## src/rtl/timebase_tick_gen_pkg.sv

```systemverilog
// Shared definitions for the timebase tick generator: FSM state encoding,
// default board-build parameter values and a small edge-detect helper.
package timebase_tick_gen_pkg;

  // Board-build defaults
  localparam int DEF_CNT_W    = 27;
  localparam int DEF_BASE_TAP = 17;
  localparam int DEF_DEB_W    = 20;

  // Run/pause state encoding
  typedef enum logic {
    ST_PAUSE = 1'b0,
    ST_RUN   = 1'b1
  } tb_state_t;

  // Rising-edge detect between a level and its one-cycle-delayed copy
  function automatic logic rise_detect(input logic cur, input logic prev);
    return cur & ~prev;
  endfunction

endpackage

```

## src/rtl/timebase_tick_gen_switch_debouncer.sv

```systemverilog
// Two-flop synchroniser followed by a saturating-window debouncer.
// The stable output only follows the synchronised input after it has
// differed from the current stable value for DEB_MAX+1 consecutive cycles.
module switch_debouncer
  import timebase_tick_gen_pkg::*;
#(
  parameter int DEB_W = DEF_DEB_W
) (
  input  logic clk,
  input  logic reset,
  input  logic raw,
  output logic stable
);

  localparam logic [DEB_W-1:0] DEB_MAX = '1;

  logic             r_s1;
  logic             r_s2;
  logic             r_stable;
  logic [DEB_W-1:0] r_cnt;

  // Bring the asynchronous raw input into the clk domain
  always_ff @(posedge clk or negedge reset) begin
    if (!reset) begin
      r_s1 <= 1'b0;
      r_s2 <= 1'b0;
    end else begin
      r_s1 <= raw;
      r_s2 <= r_s1;
    end
  end

  // Accept a new level only after it has persisted for the full window
  always_ff @(posedge clk or negedge reset) begin
    if (!reset) begin
      r_cnt    <= '0;
      r_stable <= 1'b0;
    end else if (r_s2 == r_stable) begin
      r_cnt    <= '0;
    end else if (r_cnt == DEB_MAX) begin
      r_stable <= r_s2;
      r_cnt    <= '0;
    end else begin
      r_cnt    <= r_cnt + DEB_W'(1);
    end
  end

  assign stable = r_stable;

endmodule

```

## src/rtl/timebase_tick_gen.sv

```systemverilog
// Timebase for the ripple counter: prescaler with selectable tap, a
// single-cycle tick, a 50%-duty slow clock, and debounced run/step controls.
module timebase_tick_gen
  import timebase_tick_gen_pkg::*;
#(
  parameter int CNT_W    = DEF_CNT_W,
  parameter int BASE_TAP = DEF_BASE_TAP,
  parameter int DEB_W    = DEF_DEB_W
) (
  input  logic       clk,
  input  logic       reset,
  input  logic       run_sw,
  input  logic       step_btn,
  input  logic [2:0] rate_sel,
  output logic       tick,
  output logic       slow_clk,
  output logic       running
);

  logic             w_run_db;
  logic             w_step_db;
  logic             w_step_pulse;
  logic             w_rate_chg;
  logic [31:0]      w_tap;
  logic [CNT_W-1:0] w_mask;
  tb_state_t        w_next_state;
  logic [CNT_W-1:0] w_presc_next;
  logic             w_tick_next;

  tb_state_t        r_state;
  logic [CNT_W-1:0] r_presc;
  logic [2:0]       r_rate_q;
  logic             r_step_q;
  logic             r_tick;
  logic             r_slow;
  logic             r_running;

  switch_debouncer #(.DEB_W(DEB_W)) u_run_db (
    .clk    (clk),
    .reset  (reset),
    .raw    (run_sw),
    .stable (w_run_db)
  );

  switch_debouncer #(.DEB_W(DEB_W)) u_step_db (
    .clk    (clk),
    .reset  (reset),
    .raw    (step_btn),
    .stable (w_step_db)
  );

  assign w_step_pulse = rise_detect(w_step_db, r_step_q);
  assign w_rate_chg   = (rate_sel != r_rate_q);
  assign w_tap        = 32'(BASE_TAP) + 32'(r_rate_q);

  // Low-order prescaler bits that must all be 1 for a tick; a tap at or
  // beyond CNT_W simply uses the whole prescaler
  always_comb begin
    w_mask = '0;
    for (int i = 0; i < CNT_W; i++) begin
      w_mask[i] = (32'(i) < w_tap);
    end
  end

  // Run/pause transition driven by the debounced run switch
  always_comb begin
    w_next_state = r_state;
    case (r_state)
      ST_PAUSE: w_next_state = w_run_db ? ST_RUN : ST_PAUSE;
      ST_RUN:   w_next_state = w_run_db ? ST_RUN : ST_PAUSE;
      default:  w_next_state = ST_PAUSE;
    endcase
  end

  // Prescaler advance and tick decision; a rate change restarts the period
  always_comb begin
    w_presc_next = r_presc;
    w_tick_next  = 1'b0;
    if (w_rate_chg) begin
      w_presc_next = '0;
      w_tick_next  = 1'b0;
    end else if (r_state == ST_RUN) begin
      w_presc_next = r_presc + CNT_W'(1);
      w_tick_next  = ((r_presc & w_mask) == w_mask);
    end else begin
      w_presc_next = r_presc;
      w_tick_next  = w_step_pulse;
    end
  end

  // State, prescaler and registered outputs
  always_ff @(posedge clk or negedge reset) begin
    if (!reset) begin
      r_state   <= ST_PAUSE;
      r_presc   <= '0;
      r_rate_q  <= 3'd0;
      r_step_q  <= 1'b0;
      r_tick    <= 1'b0;
      r_slow    <= 1'b0;
      r_running <= 1'b0;
    end else begin
      r_state   <= w_next_state;
      r_presc   <= w_presc_next;
      r_rate_q  <= rate_sel;
      r_step_q  <= w_step_db;
      r_tick    <= w_tick_next;
      r_slow    <= r_slow ^ w_tick_next;
      r_running <= (w_next_state == ST_RUN);
    end
  end

  assign tick     = r_tick;
  assign slow_clk = r_slow;
  assign running  = r_running;

endmodule

```

## config.mk

```make
export PLATFORM = sky130hd
export DESIGN_NAME = timebase_tick_gen
export DESIGN_NICKNAME = d
export VERILOG_FILES = /design/src/rtl/timebase_tick_gen_pkg.sv /design/src/rtl/timebase_tick_gen_switch_debouncer.sv /design/src/rtl/timebase_tick_gen.sv
export SDC_FILE = /design/constraint.sdc
export NUM_CORES = 1
export LEC_CHECK = 0
export ABC_AREA = 1
export CAP_MARGIN = 15
export CORE_ASPECT_RATIO = 1.25
export CORE_MARGIN = 2
export CORE_UTILIZATION = 69
export CTS_BUF_LIST = sky130_fd_sc_hd__clkbuf_4
export DETAILED_ROUTE_END_ITERATION = 8
export PLACE_DENSITY = 0.94
export SYNTH_ARGS = -nofsm -noshare
export SYNTH_HDL_FRONTEND = slang
export SYNTH_SLANG_ARGS = --single-unit
```

## constraint.sdc

```tcl
create_clock -name clk -period 2.8 [get_ports clk]
set_input_delay 0.42 -clock clk [delete_from_list [all_inputs] [get_ports clk]]
set_output_delay 0.42 -clock clk [all_outputs]
set_load 0.01 [all_outputs]
```

== After elaboration in Yosys (flattened, before gate mapping) ==
Cells that the tools add are included.
Word-level totals
  bits in registers: 80
  bits of input ports: 7
  output and inout port bits: 3
  word-level logic and storage cells: 69
Cells by class
  add/sub/neg operators: 4
  magnitude comparators: 27
  eq/ne operators: 6
  muxes and demuxes: 9
  bitwise operators: 6
  reductions and logical operators: 3
Operators by type and width (count)
  2-to-1 mux 20 bit: 4
  less-than comparator 5 x 6 -> 1 bit (first input constant): 11
  2-to-1 mux 27 bit: 2
  less-than comparator 4 x 6 -> 1 bit (first input constant): 8
  adder 20 x 1 -> 20 bit (second input constant): 2
  == test 20 bit (second input constant): 2
  adder 27 x 1 -> 27 bit (second input constant): 1
  bitwise AND 27 bit: 1
  == test 27 bit: 1
  less-than comparator 3 x 6 -> 1 bit (first input constant): 4
  less-than comparator 1 x 6 -> 1 bit (first input constant): 2
  less-than comparator 2 x 6 -> 1 bit (first input constant): 2
  adder 5 x 3 -> 6 bit (first input constant): 1
  AND reduction 2 bit: 2
  2-to-1 mux 1 bit: 3
  inequality test 3 bit: 1
  inverter 1 bit: 3
  == test 1 bit: 2
  nonzero test 2 bit: 1
  bitwise AND 1 bit: 1
  bitwise XOR 1 bit: 1

== Longest topological paths before layout ==
  depth after elaboration: 7
  gate-level depth with buffers: 11
  depth with buffers taken out: 11

== By module ==
Synthesis repeated with hierarchy kept, for this count alone.
Second synthesis, totals
  cells, all modules: 543
  area, all modules: 4342.9 um^2
Modules (own cells, without submodules)
  switch_debouncer: instances 2, cells each 142, area each 1169.9 um^2, seq. area each 575.6 um^2
  timebase_tick_gen: instances 1, cells each 259, area each 2003.2 um^2, seq. area each 850.8 um^2

== Worst setup path before layout ==
No wires, ideal clock.
  path type: flip-flop to flip-flop
  start point: register u_step_db.r_cnt[0]
  end point: register u_step_db.r_cnt[19]
  setup time: 127 ps
  data arrival time: 1427 ps
  required time: 2673 ps
  path slack: 1247 ps
  stages on the path, launching flop included: 9
  buffers on the path: 0
  clock period less this slack: 1553 ps
  cells stage by stage: dfrtp_1 ha_1 nand3_1 nor2_2 nand2_2 nor3_4 nand2_2 o21bai_4 nor2_1
On the way
  cells in the longest elaborated chain, start to end: 3
  elaborated cells between the ends (all ways): 4
  classes of those cells: 1 x add/sub; 1 x eq/ne; 2 x mux
RTL lines
  from (decl): line timebase_tick_gen_switch_debouncer.sv:20  | logic [DEB_W-1:0] r_cnt;
  from (signal assigned): line timebase_tick_gen_switch_debouncer.sv:44  | r_cnt <= r_cnt + DEB_W'(1);
  adder 20 x 1 -> 20 bit or == test 20 bit (tied branches): line timebase_tick_gen_switch_debouncer.sv:44, timebase_tick_gen_switch_debouncer.sv:40
  2-to-1 mux 20 bit *: line timebase_tick_gen_switch_debouncer.sv:40  | end else if (r_cnt == DEB_MAX) begin
  2-to-1 mux 20 bit *: line timebase_tick_gen_switch_debouncer.sv:38  | end else if (r_s2 == r_stable) begin
Mark *: on every way between the ends. The rest lies on a longest branch, timed or not.
A chain may end at the register's enable or synchronous reset.

== Worst setup path in the final report ==
  start point: register r_running (netlist: running)
  end point: output running
RTL lines
  from (decl): line timebase_tick_gen.sv:36  | logic r_running;
  from (signal assigned): line timebase_tick_gen.sv:108  | r_running <= (w_next_state == ST_RUN);
  to (decl): line timebase_tick_gen.sv:17  | output logic running
No word-level cell between the ends.

==> results.py <==
metrics = {
    "synthesis": {
        "ys_seq_elements": 80,
        "yosysSeqAreaShare": 0.467,
        "synth_mux_area_frac": 0,
        "synth.distinct_cells": 31,
        "synthAdderAreaFrac": 0.0146,
        "synth_cells": 550,
        "synth_top_family_by_area": "simple AND/OR/NAND/NOR gates",
        "yosys.area_share.xor_xnor": 0.0654,
        "synth_compound_area_frac": 0.0540,
        "ys_warn_count": 0,
        "synth.avg_cell_area_um2": 7.80,
        "synth_nets": 562,
        "synth-simple-area-share": 0.337,
        "netlist_area_um2": 4290,
    },
    "placed_design": {
        "place_hpwl_um": 6490,
        "gp_congestion": 0.943,
        "pre_cts_ws_ps": 441,
        "port_buffers": 9,
    },
    "grt": {
        "grt_use_met3": 0.0396,
        "antenna_found_initial": 0,
        "grt.total_usage": 0.293,
        "grt_pass1_vias": 3651,
        "grt_max_degree": 81,
        "grt_overflow": 0,
        "grt_pass1_wl_um": 15500,
        "grt.busiest_layer": "met2",
        "use_met2": 0.502,
        "gr-usage-met1": 0.349,
    },
    "floorplan": {
        "coreArea_um2": 6090,
        "die_x_um": 74.5,
        "start_util": 0.705,
        "std_cell_rows": 32,
        "die_h_um": 92.1,
        "die_area_um2": 6860,
        "io-pin-count": 10,
    },
    "route": {
        "drc": 0,
        "wire_per_inst_um": 13.9,
        "avgViaCountPerCell": 5.68,
        "drt_iter0_drc": 220,
        "via_count": 3731,
        "wirelength_um": 9160,
        "dr.pass1.iters": 5,
        "detail-route-antenna-nets": 0,
    },
    "layout": {
        "antenna_cells": 0,
        "area_growth_pct": 8.61,
        "nNetsFinal": 579,
        "fillers": 424,
        "drive_gt1_frac": 0.0804,
    },
    "sta": {
        "fin_skew_ps": 24.7,
        "final.min_clock_period_ps": 2160,
        "fmax_ghz": 0.464,
        "worst_slew_pin_slew_ps": 972,
        "slew_viol_final": 0,
        "hold_viol": 0,
        "finalSetupTns_ps": 0,
        "maxSlewHeadroom": 0.352,
        "rsz0062_at_grt": "false",
        "fin_crit_sh": 0.770,
        "holdWs_ps": 113,
        "setup_viol": 0,
        "setup_ws_ps": 644,
    },
    "hold_path": {
        "hold_path.class": "in2async",
    },
    "critical_path": {
        "cp.arrival_ps": 1740,
        "slowest_delay_ps": 650,
        "crit_required_ps": 2380,
        "crit_fanout": 11,
        "path_buf_inv": 1,
        "crit_family": "flip-flops",
        "worst_r2r_startpoint": "r_rate_q[1]",
        "worst_r2r_path_depth": 6,
        "cp_slowest_cell": "dfrtp_1",
        "crit_chain": "clkdlybuf4s50_1",
        "r2r_end": "r_presc[9]",
        "crit_type": "reg2out",
        "startpoint_type": "register",
        "r2r_setup_slack_ps": 800,
        "end_kind": "output port",
    },
    "power_and_ir_drop": {
        "pwr-share-clk": 0.401,
        "pwr-share-seq": 0.553,
        "p_leak_uw": 0.00204,
        "p_sw_uw": 472,
        "p_per_area_nw_per_um2": 457,
        "power.share.combinational": 0.046,
        "p_int_uw": 1660,
        "p_sw_frac": 0.222,
        "peakVddDrop_mv": 0.472,
        "power_uw": 2130,
    },
    "clock_tree": {
        "postCtsHoldBufs": 0,
        "clockBufferDepth": 2,
        "tritoncts": "yes",
        "htreeDepth": 3,
        "cts_setup_buffers": 0,
        "cts_sinks": 80,
        "clk_latency_ps": 440,
        "cts-resized-gates": 0,
        "cts_root_buf": "clkbuf_4",
        "cts_buffers": 9,
        "clkTransAtPathRegs_ps": 120,
    },
    "outcome": {
        "status": "finished, final reports clean",
    },
    "run": {
        "drv_cap": 0,
    },
}
==> per-layer routing <==
| layer | routed length, um | vias to the layer above | part of all wire |
|---|---|---|---|
| met5 | 0 | - | 0 |
| met4 | 344 | 0 | 0.038 |
| met3 | 345 | 38 | 0.038 |
| met2 | 4710 | 105 | 0.51 |
| met1 | 3760 | 1795 | 0.41 |
| li1 | - | 1793 | - |
==> cells in the final DEF (no fill, tap or decap), types with 2 or more instances in the layout <==
cell             instances
nand2_1                123
nor2_1                  94
dfrtp_1                 80
inv_1                   60
nand3_1                 34
nor3_1                  26
o21ai_0                 19
xor2_1                  18
nand4_1                 16
xnor2_1                 14
a21oi_1                 14
clkbuf_4                10
nand2_2                  8
clkdlybuf4s50_1          8
nor2_2                   6
ha_1                     5
nor3b_1                  4
buf_4                    4
nand3b_1                 3
inv_2                    3
nand3_2                  3
bufinv_16                3
nor3_2                   2
or2_2                    2
o21ai_1                  2
o21a_1                   2
==> layout make-up <==
type | count | area [um2] | area share
multi-input combinational | 401 | 2020 | 0.434
sequential | 80 | 2000 | 0.430
inverter | 63 | 236 | 0.0508
timing repair buffer | 12 | 110 | 0.0236
clock inverter | 6 | 108 | 0.0231
tap | 85 | 106 | 0.0228
clock buffer | 10 | 75.1 | 0.0161
==> through the flow <==
step,cell area [um2],cells,util
floorplan,4290,550,-
CTS,4660,657,0.765
detailed placement,4470,641,0.735
finish,4660,657,0.765
global route,4660,657,0.765
global placement,4470,641,0.735
==> power by group through the flow <==
| stage | Sequential, uW | Clock, uW | Combinational, uW |
|---|---|---|---|
| floorplan | 1200 | 0 | 53.0 |
| global placement | 1200 | 0 | 94.2 |
| detailed placement | 1200 | 0 | 99.2 |
| CTS | 1180 | 860 | 99.6 |
| global route | 1180 | 908 | 111 |
| finish | 1180 | 855 | 97.8 |
==> worst register-to-register path: stages (launching register included) <==
cell	delay, ps
dfrtp_1	480
xnor2_1	280
nand3_2	250
inv_1	510
nand2_1	180
o21ai_0	110
o21a_1	140
==> Yosys cell counts <==
cell type	instances	share of area
nand2_2	8	0.012
o21a_1	2	0.0035
a221oi_1	1	0.0020
a21oi_1	14	0.016
a211oi_1	1	0.0018
inv_1	60	0.053
nor3_4	1	0.0038
nand3_1	34	0.040
nor2_4	1	0.0026
nand3b_1	3	0.0053
o21ai_0	19	0.022
nor2_1	94	0.082
a31oi_1	1	0.0015
inv_2	3	0.0026
xor2_1	18	0.037
nand4_1	16	0.023
o21ai_1	2	0.0023
nor2_2	6	0.0088
nand2_1	123	0.11
or2_2	2	0.0029
clkbuf_1	2	0.0018
buf_4	1	0.0018
dfrtp_1	80	0.47
nor3_1	26	0.030
nand3_2	3	0.0070
buf_2	3	0.0035
ha_1	5	0.015
nor3_2	2	0.0047
xnor2_1	14	0.029
o21bai_4	1	0.0044
nor3b_1	4	0.0070
==> logic make-up (layout without fill, tap and decap cells) <==
logic type | after synthesis | count (layout)
flops | 80 | 80
xor+xnor | 32 | 32
compound gates | 41 | 41
fa+ha+maj | 5 | 5
buf+inv | 69 | 91
simple gates | 323 | 323
==> sequential cells by signal, indices dropped and copies added (netlist names), 3 cells and up <==
register	count
r_presc	27
r_rate_q	3
u_run_db.r_cnt	20
u_step_db.r_cnt	20
==> worst max path at each step <==
stage,from,end,slack (ps),cells after the start
2_1_floorplan,u_step_db.r_cnt[0],u_step_db.r_cnt[19],1250,8
3_3_place_gp,rate_sel[1],r_presc[9],580,7
3_5_place_dp,rate_sel[2],r_presc[9],440,7
4_1_cts,running,running,680,1
5_1_grt,running,running,620,1
6_report,running,running,640,1
No activity file was read; power rests on OpenSTA's default activity.
